<file path="src/rtl/codificador_sequencia_if.sv">
// Handshake bundle between the symbol issuer, the code-sequence encoder and the decoder input.
// The encoder owns the word stream, so it takes the master view; the environment takes the slave view.
interface codificador_sequencia_if;
  logic [3:0] Simbolo;
  logic       Iniciar;
  logic       Aceito;
  logic [6:0] Saida;
  logic       Valido;
  logic       Pronto;
  logic       Fim;
  logic       Erro;
  logic       Ocupado;

  modport master (
    input  Simbolo, Iniciar, Pronto,
    output Aceito, Saida, Valido, Fim, Erro, Ocupado
  );

  modport slave (
    output Simbolo, Iniciar, Pronto,
    input  Aceito, Saida, Valido, Fim, Erro, Ocupado
  );
endinterface

</file>
<file path="src/rtl/codificador_sequencia.sv">
// Code-sequence encoder: turns a 4-bit target symbol into the ordered 7-bit code words
// that walk the decoder from 0000 to that symbol, one word per valid/ready transfer.
module codificador_sequencia #(
  parameter logic [6:0] C1        = 7'b0000001,
  parameter logic [6:0] C2        = 7'b0000010,
  parameter logic [6:0] C3        = 7'b0000100,
  parameter logic [6:0] C4        = 7'b0001000,
  parameter logic [6:0] C5        = 7'b0010000,
  parameter logic [6:0] C6        = 7'b0100000,
  parameter logic [6:0] IDLE_CODE = 7'b0000000,
  parameter int         GAP       = 2
) (
  input  logic                          clk,
  input  logic                          Reset,
  codificador_sequencia_if.master       bus
);

  localparam int GAP_W = (GAP < 1) ? 1 : $clog2(GAP + 1);
  localparam logic [GAP_W-1:0] GAP_LAST = GAP_W'((GAP > 0) ? GAP - 1 : 0);

  typedef enum logic [1:0] {
    S_IDLE,
    S_SEND,
    S_GAP
  } state_t;

  state_t           r_state;
  logic [3:0]       r_simbolo;
  logic             r_idx;
  logic [GAP_W-1:0] r_gap_cnt;
  logic [6:0]       r_saida;
  logic             r_valido;
  logic             r_fim;
  logic             r_erro;
  logic             r_ocupado;

  logic             w_sym_ok;
  logic             w_more;

  // Low three bits select the first-level word; bit 3 adds the second-level C6 step.
  function automatic logic [6:0] word_at(input logic [3:0] sym, input logic idx);
    logic [6:0] w;
    if (idx) begin
      w = C6;
    end else begin
      case (sym[2:0])
        3'd1:    w = C1;
        3'd2:    w = C2;
        3'd3:    w = C3;
        3'd4:    w = C4;
        3'd5:    w = C5;
        default: w = IDLE_CODE;
      endcase
    end
    return w;
  endfunction

  assign w_sym_ok = (bus.Simbolo[2:0] >= 3'd1) && (bus.Simbolo[2:0] <= 3'd5);
  assign w_more   = r_simbolo[3] && !r_idx;

  always_ff @(posedge clk or negedge Reset) begin
    if (!Reset) begin
      r_state   <= S_IDLE;
      r_simbolo <= '0;
      r_idx     <= 1'b0;
      r_gap_cnt <= '0;
      r_saida   <= IDLE_CODE;
      r_valido  <= 1'b0;
      r_fim     <= 1'b0;
      r_erro    <= 1'b0;
      r_ocupado <= 1'b0;
    end else begin
      // NOTE: state and outputs use non-blocking assignments so every branch sees the
      // pre-edge values; the pulse outputs default low here and are raised only where needed.
      r_fim  <= 1'b0;
      r_erro <= 1'b0;
      case (r_state)
        S_IDLE: begin
          if (bus.Iniciar) begin
            if (w_sym_ok) begin
              r_state   <= S_SEND;
              r_simbolo <= bus.Simbolo;
              r_idx     <= 1'b0;
              r_saida   <= word_at(bus.Simbolo, 1'b0);
              r_valido  <= 1'b1;
              r_ocupado <= 1'b1;
            end else begin
              r_erro <= 1'b1;
            end
          end
        end

        S_SEND: begin
          if (bus.Pronto) begin
            if (w_more) begin
              r_idx <= 1'b1;
              if (GAP > 0) begin
                r_state   <= S_GAP;
                r_gap_cnt <= '0;
                r_valido  <= 1'b0;
                r_saida   <= IDLE_CODE;
              end else begin
                r_saida <= word_at(r_simbolo, 1'b1);
              end
            end else begin
              r_state   <= S_IDLE;
              r_valido  <= 1'b0;
              r_saida   <= IDLE_CODE;
              r_fim     <= 1'b1;
              r_ocupado <= 1'b0;
            end
          end
        end

        S_GAP: begin
          if (r_gap_cnt == GAP_LAST) begin
            r_state  <= S_SEND;
            r_saida  <= word_at(r_simbolo, r_idx);
            r_valido <= 1'b1;
          end else begin
            r_gap_cnt <= r_gap_cnt + 1'b1;
          end
        end

        default: r_state <= S_IDLE;
      endcase
    end
  end

  // Aceito follows the state directly so a request in the Fim cycle is taken back-to-back.
  assign bus.Aceito  = (r_state == S_IDLE);
  assign bus.Saida   = r_saida;
  assign bus.Valido  = r_valido;
  assign bus.Fim     = r_fim;
  assign bus.Erro    = r_erro;
  assign bus.Ocupado = r_ocupado;

endmodule

</file>
<file path="src/flat_wrapper.sv">
// flat-port wrapper written by rule: the top's interface ports become plain ports
module codificador_sequencia_flat 
#(
  parameter logic [6:0] C1        = 7'b0000001,
  parameter logic [6:0] C2        = 7'b0000010,
  parameter logic [6:0] C3        = 7'b0000100,
  parameter logic [6:0] C4        = 7'b0001000,
  parameter logic [6:0] C5        = 7'b0010000,
  parameter logic [6:0] C6        = 7'b0100000,
  parameter logic [6:0] IDLE_CODE = 7'b0000000,
  parameter int         GAP       = 2
)
  (clk, Reset, bus_Simbolo, bus_Iniciar, bus_Pronto, bus_Aceito, bus_Saida, bus_Valido, bus_Fim, bus_Erro, bus_Ocupado);
  codificador_sequencia_if bus_i ();
  input  logic clk;
  input  logic Reset;
  input wire logic [$bits(bus_i.Simbolo)-1:0] bus_Simbolo;
  input wire logic [$bits(bus_i.Iniciar)-1:0] bus_Iniciar;
  input wire logic [$bits(bus_i.Pronto)-1:0] bus_Pronto;
  output wire logic [$bits(bus_i.Aceito)-1:0] bus_Aceito;
  output wire logic [$bits(bus_i.Saida)-1:0] bus_Saida;
  output wire logic [$bits(bus_i.Valido)-1:0] bus_Valido;
  output wire logic [$bits(bus_i.Fim)-1:0] bus_Fim;
  output wire logic [$bits(bus_i.Erro)-1:0] bus_Erro;
  output wire logic [$bits(bus_i.Ocupado)-1:0] bus_Ocupado;
  assign bus_i.Simbolo = bus_Simbolo;
  assign bus_i.Iniciar = bus_Iniciar;
  assign bus_i.Pronto = bus_Pronto;
  assign bus_Aceito = bus_i.Aceito;
  assign bus_Saida = bus_i.Saida;
  assign bus_Valido = bus_i.Valido;
  assign bus_Fim = bus_i.Fim;
  assign bus_Erro = bus_i.Erro;
  assign bus_Ocupado = bus_i.Ocupado;
  codificador_sequencia #(.C1(C1), .C2(C2), .C3(C3), .C4(C4), .C5(C5), .C6(C6), .IDLE_CODE(IDLE_CODE), .GAP(GAP)) u_core (.clk(clk), .Reset(Reset), .bus(bus_i));
endmodule
</file>
<file path="config.mk">
export PLATFORM = sky130hd
export DESIGN_NAME = codificador_sequencia_flat
export DESIGN_NICKNAME = d
export VERILOG_FILES = /design/src/rtl/codificador_sequencia_if.sv /design/src/rtl/codificador_sequencia.sv /design/src/flat_wrapper.sv
export SDC_FILE = /design/constraint.sdc
export NUM_CORES = 1
export LEC_CHECK = 0
export ABC_AREA = 1
export BUFFER_PORTS_ARGS = -buffer_cell sky130_fd_sc_hd__buf_2
export CAP_MARGIN = 20
export CELL_PAD_IN_SITES_DETAIL_PLACEMENT = 2
export CELL_PAD_IN_SITES_GLOBAL_PLACEMENT = 2
export CORE_UTILIZATION = 32
export CTS_CLUSTER_DIAMETER = 50
export DETAILED_ROUTE_END_ITERATION = 16
export PLACE_DENSITY_LB_ADDON = 0.1
export SYNTH_ARGS = -nofsm -noshare
export SYNTH_HDL_FRONTEND = slang
export SYNTH_SLANG_ARGS = --single-unit
</file>
<file path="constraint.sdc">
create_clock -name clk -period 1.6 [get_ports clk]
set_input_delay 0.16 -clock clk [delete_from_list [all_inputs] [get_ports clk]]
set_output_delay 0.16 -clock clk [all_outputs]
set_load 0.02 [all_outputs]
</file>
* Yosys cells after proc, flatten, opt, wreduce, memory -nomap -nowiden *
Index checks and enable logic that the tools add are counted.

word-level totals
  input bits = 8
  flip-flop bits (word level) = 20

operators by class
  muxes and demuxes = 37
  reduce and logical (&&, ||, !) cells = 13
  eq/ne operators = 20
  magnitude comparators = 2
  add/sub/neg operators = 1

operator list
  operator                                                                              count
  5-bit case mux with 5 select lines                                                    2
  7-bit 2-to-1 mux                                                                      5
  7-bit case mux with 3 select lines                                                    1
  1-bit 2-to-1 mux                                                                      16
  2-bit 2-to-1 mux                                                                      8
  5-bit AND reduction                                                                   3
  3-bit by 2-bit equality test with 1-bit output (second input constant)                4
  3-bit equality test (second input constant)                                           4
  2-bit inequality test (second input constant)                                         4
  4-bit AND reduction                                                                   2
  3-bit by 1-bit equality test with 1-bit output (second input constant)                2
  2-bit by 1-bit inequality test with 1-bit output (second input constant)              3
  2-bit case mux with 3 select lines                                                    1
  2-bit by 1-bit equality test with 1-bit output (second input constant)                2
  1-bit case mux with 2 select lines                                                    2
  2-bit case mux with 2 select lines                                                    1
  2-bit nonzero test                                                                    2
  3-bit by 1-bit greater-or-equal comparator with 1-bit output (second input constant)  1
  3-bit less-or-equal comparator (second input constant)                                1
  1-bit case mux with 3 select lines                                                    1
  3-bit AND reduction                                                                   1
  3-bit nonzero test                                                                    1
  2-bit by 1-bit adder with 2-bit output (second input constant)                        1
  2-bit equality test (second input constant)                                           1
  3 further kinds                                                                       4

* Logic depth before layout (Yosys ltp) *
  word-level depth = 5
  depth in mapped cells = 9
  depth with buffers taken out = 9

* Worst setup path before layout *
Ideal clock, no wire load.

  path kind = flip-flop to flip-flop
  start = reg u_core.r_state[0]
  end = reg u_core.r_ocupado, in the netlist u_core.bus.Ocupado
  library setup time = 0.117 ns
  slack = 0.121 ns
  path buffers = 0
  stages on the path, launching flop included = 10
  required time = 1.483 ns
  period minus slack after synthesis = 1.479 ns
  arrival time = 1.362 ns
  cells stage by stage = dfrtp_1 > inv_1 > ha_1 > inv_1 > nand2_1 > o21ai_0 > inv_1 > nand3_2 > nand2_1 > nand2_1

on the way
  longest elaborated chain between the ends = 3
  elaborated cells on any way between the ends = 9
  those cells by class = eq/ne: 5; mux: 1; reduce/logical: 3

RTL lines
  what                                                                                             line                          RTL
  start, declared                                                                                  codificador_sequencia.sv:27   state_t r_state;
  start signal, assigned                                                                           codificador_sequencia.sv:63   r_state <= S_IDLE;
  start signal, assigned                                                                           codificador_sequencia.sv:81   r_state <= S_SEND;
  start signal, assigned                                                                           codificador_sequencia.sv:98   r_state <= S_GAP;
  2-bit zero test (*)                                                                              n/a
  via bus_Aceito                                                                                   flat_wrapper.sv:20            output wire logic [$bits(bus_i.Aceito)-1:0] bus_Aceito;
  2-bit by 1-bit inequality test with 1-bit output (no source line), or another cell as far along  n/a
  5-bit AND reduction (no source line)                                                             n/a
  end signal, assigned                                                                             codificador_sequencia.sv:71   r_ocupado <= 1'b0;
  end signal, assigned                                                                             codificador_sequencia.sv:86   r_ocupado <= 1'b1;
  end signal, assigned                                                                             codificador_sequencia.sv:110  r_ocupado <= 1'b0;
  end, declared                                                                                    codificador_sequencia.sv:35   logic r_ocupado;

The timed path passes the listed nets; every way through them passes the cells marked *.
A chain may end at the register's enable or synchronous reset.

* Final worst setup path *
  start = reg u_core.r_state[1]
  end = reg u_core.r_saida[4], in the netlist u_core.bus.Saida[4]

on the way
  longest elaborated chain between the ends = 3
  elaborated cells on any way between the ends = 10
  those cells by class = eq/ne: 6; mux: 1; reduce/logical: 3

RTL lines
  what                                                                                             line                          RTL
  2-bit equality test, or another cell as far along                                                codificador_sequencia.sv:77   case (r_state)
  2-bit by 1-bit inequality test with 1-bit output (no source line), or another cell as far along  n/a
  5-bit AND reduction (no source line)                                                             n/a
  end signal, assigned                                                                             codificador_sequencia.sv:84   r_saida <= word_at(bus.Simbolo, 1'b0);
  end signal, assigned                                                                             codificador_sequencia.sv:103  r_saida <= word_at(r_simbolo, 1'b1);
  end signal, assigned                                                                             codificador_sequencia.sv:118  r_saida <= word_at(r_simbolo, r_idx);
  end, declared                                                                                    codificador_sequencia.sv:31   logic [6:0] r_saida;

Parallel ways exist; a longest one is shown, timed or not.

==> results.toml <==
[floorplan]
start_util = 0.3371
fp.dieW_um = 61.52
die_h_um = 61.52
io_pins = 20
placeableCoreArea_mm2 = 0.003363
placementRows = 21
dieArea_mm2 = 0.003785

[sta]
skew_ps = 3.643
finalSetupViolCount = 0
max_clock_freq_mhz = 677.6
min_period_ps = 1476
min_period_over_period = 0.9224
maxSlewViolCount = 0
rsz0062_at_grt = "true"
hold_violations = 0

[yosys]
ys_seq_elements = 19
syn_nets = 154
yosys_warnings = 0
syn_inst = 139
synth_cell_type_count = 21
netlist_area_mm2 = 0.001134
synthTopCellsByArea = "dfrtp_1 42%, nand2_1 13%, ha_1 7.7%, o21ai_0 6.2%, nand4_1 6.1%"
syn_avg_cell_area_um2 = 8.155
yosysTopAreaCellShare = 0.4194
synth_seq_area_share = 0.4194
yosys.area.top_type = "dfrtp_1"

[detailed_routing]
routedWlPerCell_um = 14.34
via_count = 1021
routed_wl_um = 3054
drc = 0
drt_iter0_drc = 45
firstDrtPassIters = 4
vias_per_cell = 4.793
antenna_left = 0

[global_route]
track_usage = 0.1827
grt_max_degree = 20
antenna_found_initial = 0
grt_pass1_vias = 1028
grt_pass1_wl_um = 4892
grt_overflow_total = 0

[critical_path]
crit_path_frequent_cell = "nand2_1"
worstSetupPathType = "flop to flop"
cp_data_required_time_ps = 1850
crit_chain = "inv_1, ha_4, nand2_1, nor2_4, nand3_1, o21ai_0, nand4_1, nand2_1"
crit_family = "simple AND/OR/NAND/NOR gates"
reg2reg_depth = 8
worstPathMaxFanout = 4
cp_slowest_cell = "dfrtp_1"
slowest_delay_ps = 420
worstSetupStartpointType = "flop"
path_buf_inv = 1
crit_cells = 8
cp.arrival_ps = 1730
cp-end-kind = "flop"

[pwr]
pwr-share-seq = 0.294
clockPowerShare = 0.102
p_leak_uw = 0.0007116
p_comb_frac = 0.604
power_uw = 2617
power.internal_uw = 1309
max-vdd-ir-drop_uv = 833.7
powerDensity_mw_per_mm2 = 1862
p_sw_frac = 0.4997
power.switching_uw = 1308

[clock_tree]
htree_num_levels = 1
cts_tree = "built"
numClockSinks = 19
cts_max_path_buffers = 2
cts_buffers = 3
insertion_delay_ps = 310
clk_pin_slew_ps = 120
clockRootBuffer = "clkbuf_4"

[run_status]
outcome = "finished clean"

[job]
cap_viol_max_count = 0

[layout]
seq_area_um2 = 475.5
instances_no_fill = 213
final_util = 0.4178
area.growth.synth_to_final_pct = 23.95
num_antenna_cells = 0
drive_gt1_frac = 0.3054
multi_input_area_um2 = 618.1
fin_nets = 183
fillers = 413

[worst_hold_path]
min_path_type = "primary input to flop"
min_delay_path_depth = 3

[placed_design]
dp_hpwl_um = 2278
finalWeightedCongestion = 0.7186
dp_cells = 204
io_buffers = 18
## path summary, 6_finish.rpt
path / start / endpoint / slack [ps]
worst max register to register: u_core.r_state[1] / u_core.bus.Saida[4] / 120
worst min-delay path: bus_Simbolo[3] / u_core.r_simbolo[3] / 50
worst min register to register: u_core.bus.Valido / u_core.bus.Valido / 480
min in group asynchronous: Reset / u_core.r_gap_cnt[0] / 310
max in group asynchronous: Reset / u_core.r_simbolo[1] / 980
worst max-delay path: u_core.r_state[1] / u_core.bus.Saida[4] / 120
## kinds of logic after synthesis
family                     after synthesis  share of synthesized area
AOI/OAI and AO/OA                       18                    0.08720
adders and majority gates                7                    0.07726
buffers and inverters                   22                    0.09051
DFF                                     19                     0.4194
other                                    1                   0.003308
and+or+nand+nor                         72                     0.3223
## flip-flops by register name, summed over array words and instances (netlist names)
signal / flops
u_core.r_idx: 1
u_core.bus.Ocupado: 1
u_core.r_simbolo: 4
u_core.r_state: 2
u_core.r_gap_cnt: 2
u_core.bus.Saida: 6
u_core.bus.Fim: 1
u_core.bus.Valido: 1
u_core.bus.Erro: 1
## layer usage
metal  track usage  vias to the layer above  part of all wire
li1              -                      512                 -
met1        0.2519                      491              0.48
met2        0.2903                       16              0.49
met3       0.02521                        2             0.026
met4       0.06667                        0            0.0062
met5             0                        -                 0
## what timing repair did
item                       4_1_cts  5_1_grt
gates resized for setup          2       18
pin swaps                        0        3
setup buffers                    0        3
hold buffers                     1        0
hold endpoints to repair        19        0
setup endpoints to repair        3       14
cloned                           0        1
## synthesized netlist by cell type, drive strengths merged
library cell	instances
dfrtp	19
nand2	41
o21ai	16
buf	2
nor2	8
clkinv	1
conb	1
inv	19
nand3	12
o22ai	1
a21oi	1
nand4	11
ha	7
## layout by cell type (no fill, tap or decap), drive strengths merged
| cell | netlist | routed |
|---|---|---|
| ha | 7 | 7 |
| clkbuf | 0 | 4 |
| clkinvlp | 0 | 1 |
| buf | 2 | 24 |
| o22ai | 1 | 1 |
| nand2 | 41 | 41 |
| nor2 | 8 | 8 |
| dfrtp | 19 | 19 |
| clkinv | 1 | 1 |
| o21ai | 16 | 16 |
| nand4 | 11 | 11 |
| inv | 19 | 19 |
| dlygate4sd3 | 0 | 1 |
| a21oi | 1 | 1 |
| conb | 1 | 1 |
| nand3 | 12 | 12 |
## cell type report
cell class,count,share of cell area
Multi-Input combinational cell,98,0.4399
Sequential cell,19,0.3384
Timing Repair Buffer,25,0.1033
Inverter,20,0.05343
Tap cell,46,0.04096
Clock buffer,4,0.01870
Timing Repair inverter,1,0.005343
## power by group through the flow
stage | Clock [µW] | Sequential [µW] | Combinational, µW
3_5_place_dp | 0 | 777 | 1330
4_1_cts | 271 | 767 | 1350
5_1_grt | 310 | 790 | 1790
2_1_floorplan | 0 | 840 | 887
6_report | 266 | 769 | 1580
3_3_place_gp | 0 | 764 | 1290
## stage by stage
stage	setup TNS, ps	setup WS (ps)	hold slack, ps	instance area, µm²
global placement	0	102.1	136.9	1276
detailed placement	0	6.356	139.5	1276
floorplan	0	120.8	-135.6	1134
finish	0	124.2	46.03	1405
global route	-116.1	-47.56	41.93	1405
CTS	0	12.19	45.85	1315
## worst register-to-register path: cells and delay by family, from the launching register on
family,cells,cell delay [ps]
simple gates,5,500
flops,1,420
fa+ha+maj,1,290
buf+inv,1,110
compound gates,1,100
Power figures use the tool's default switching activity.
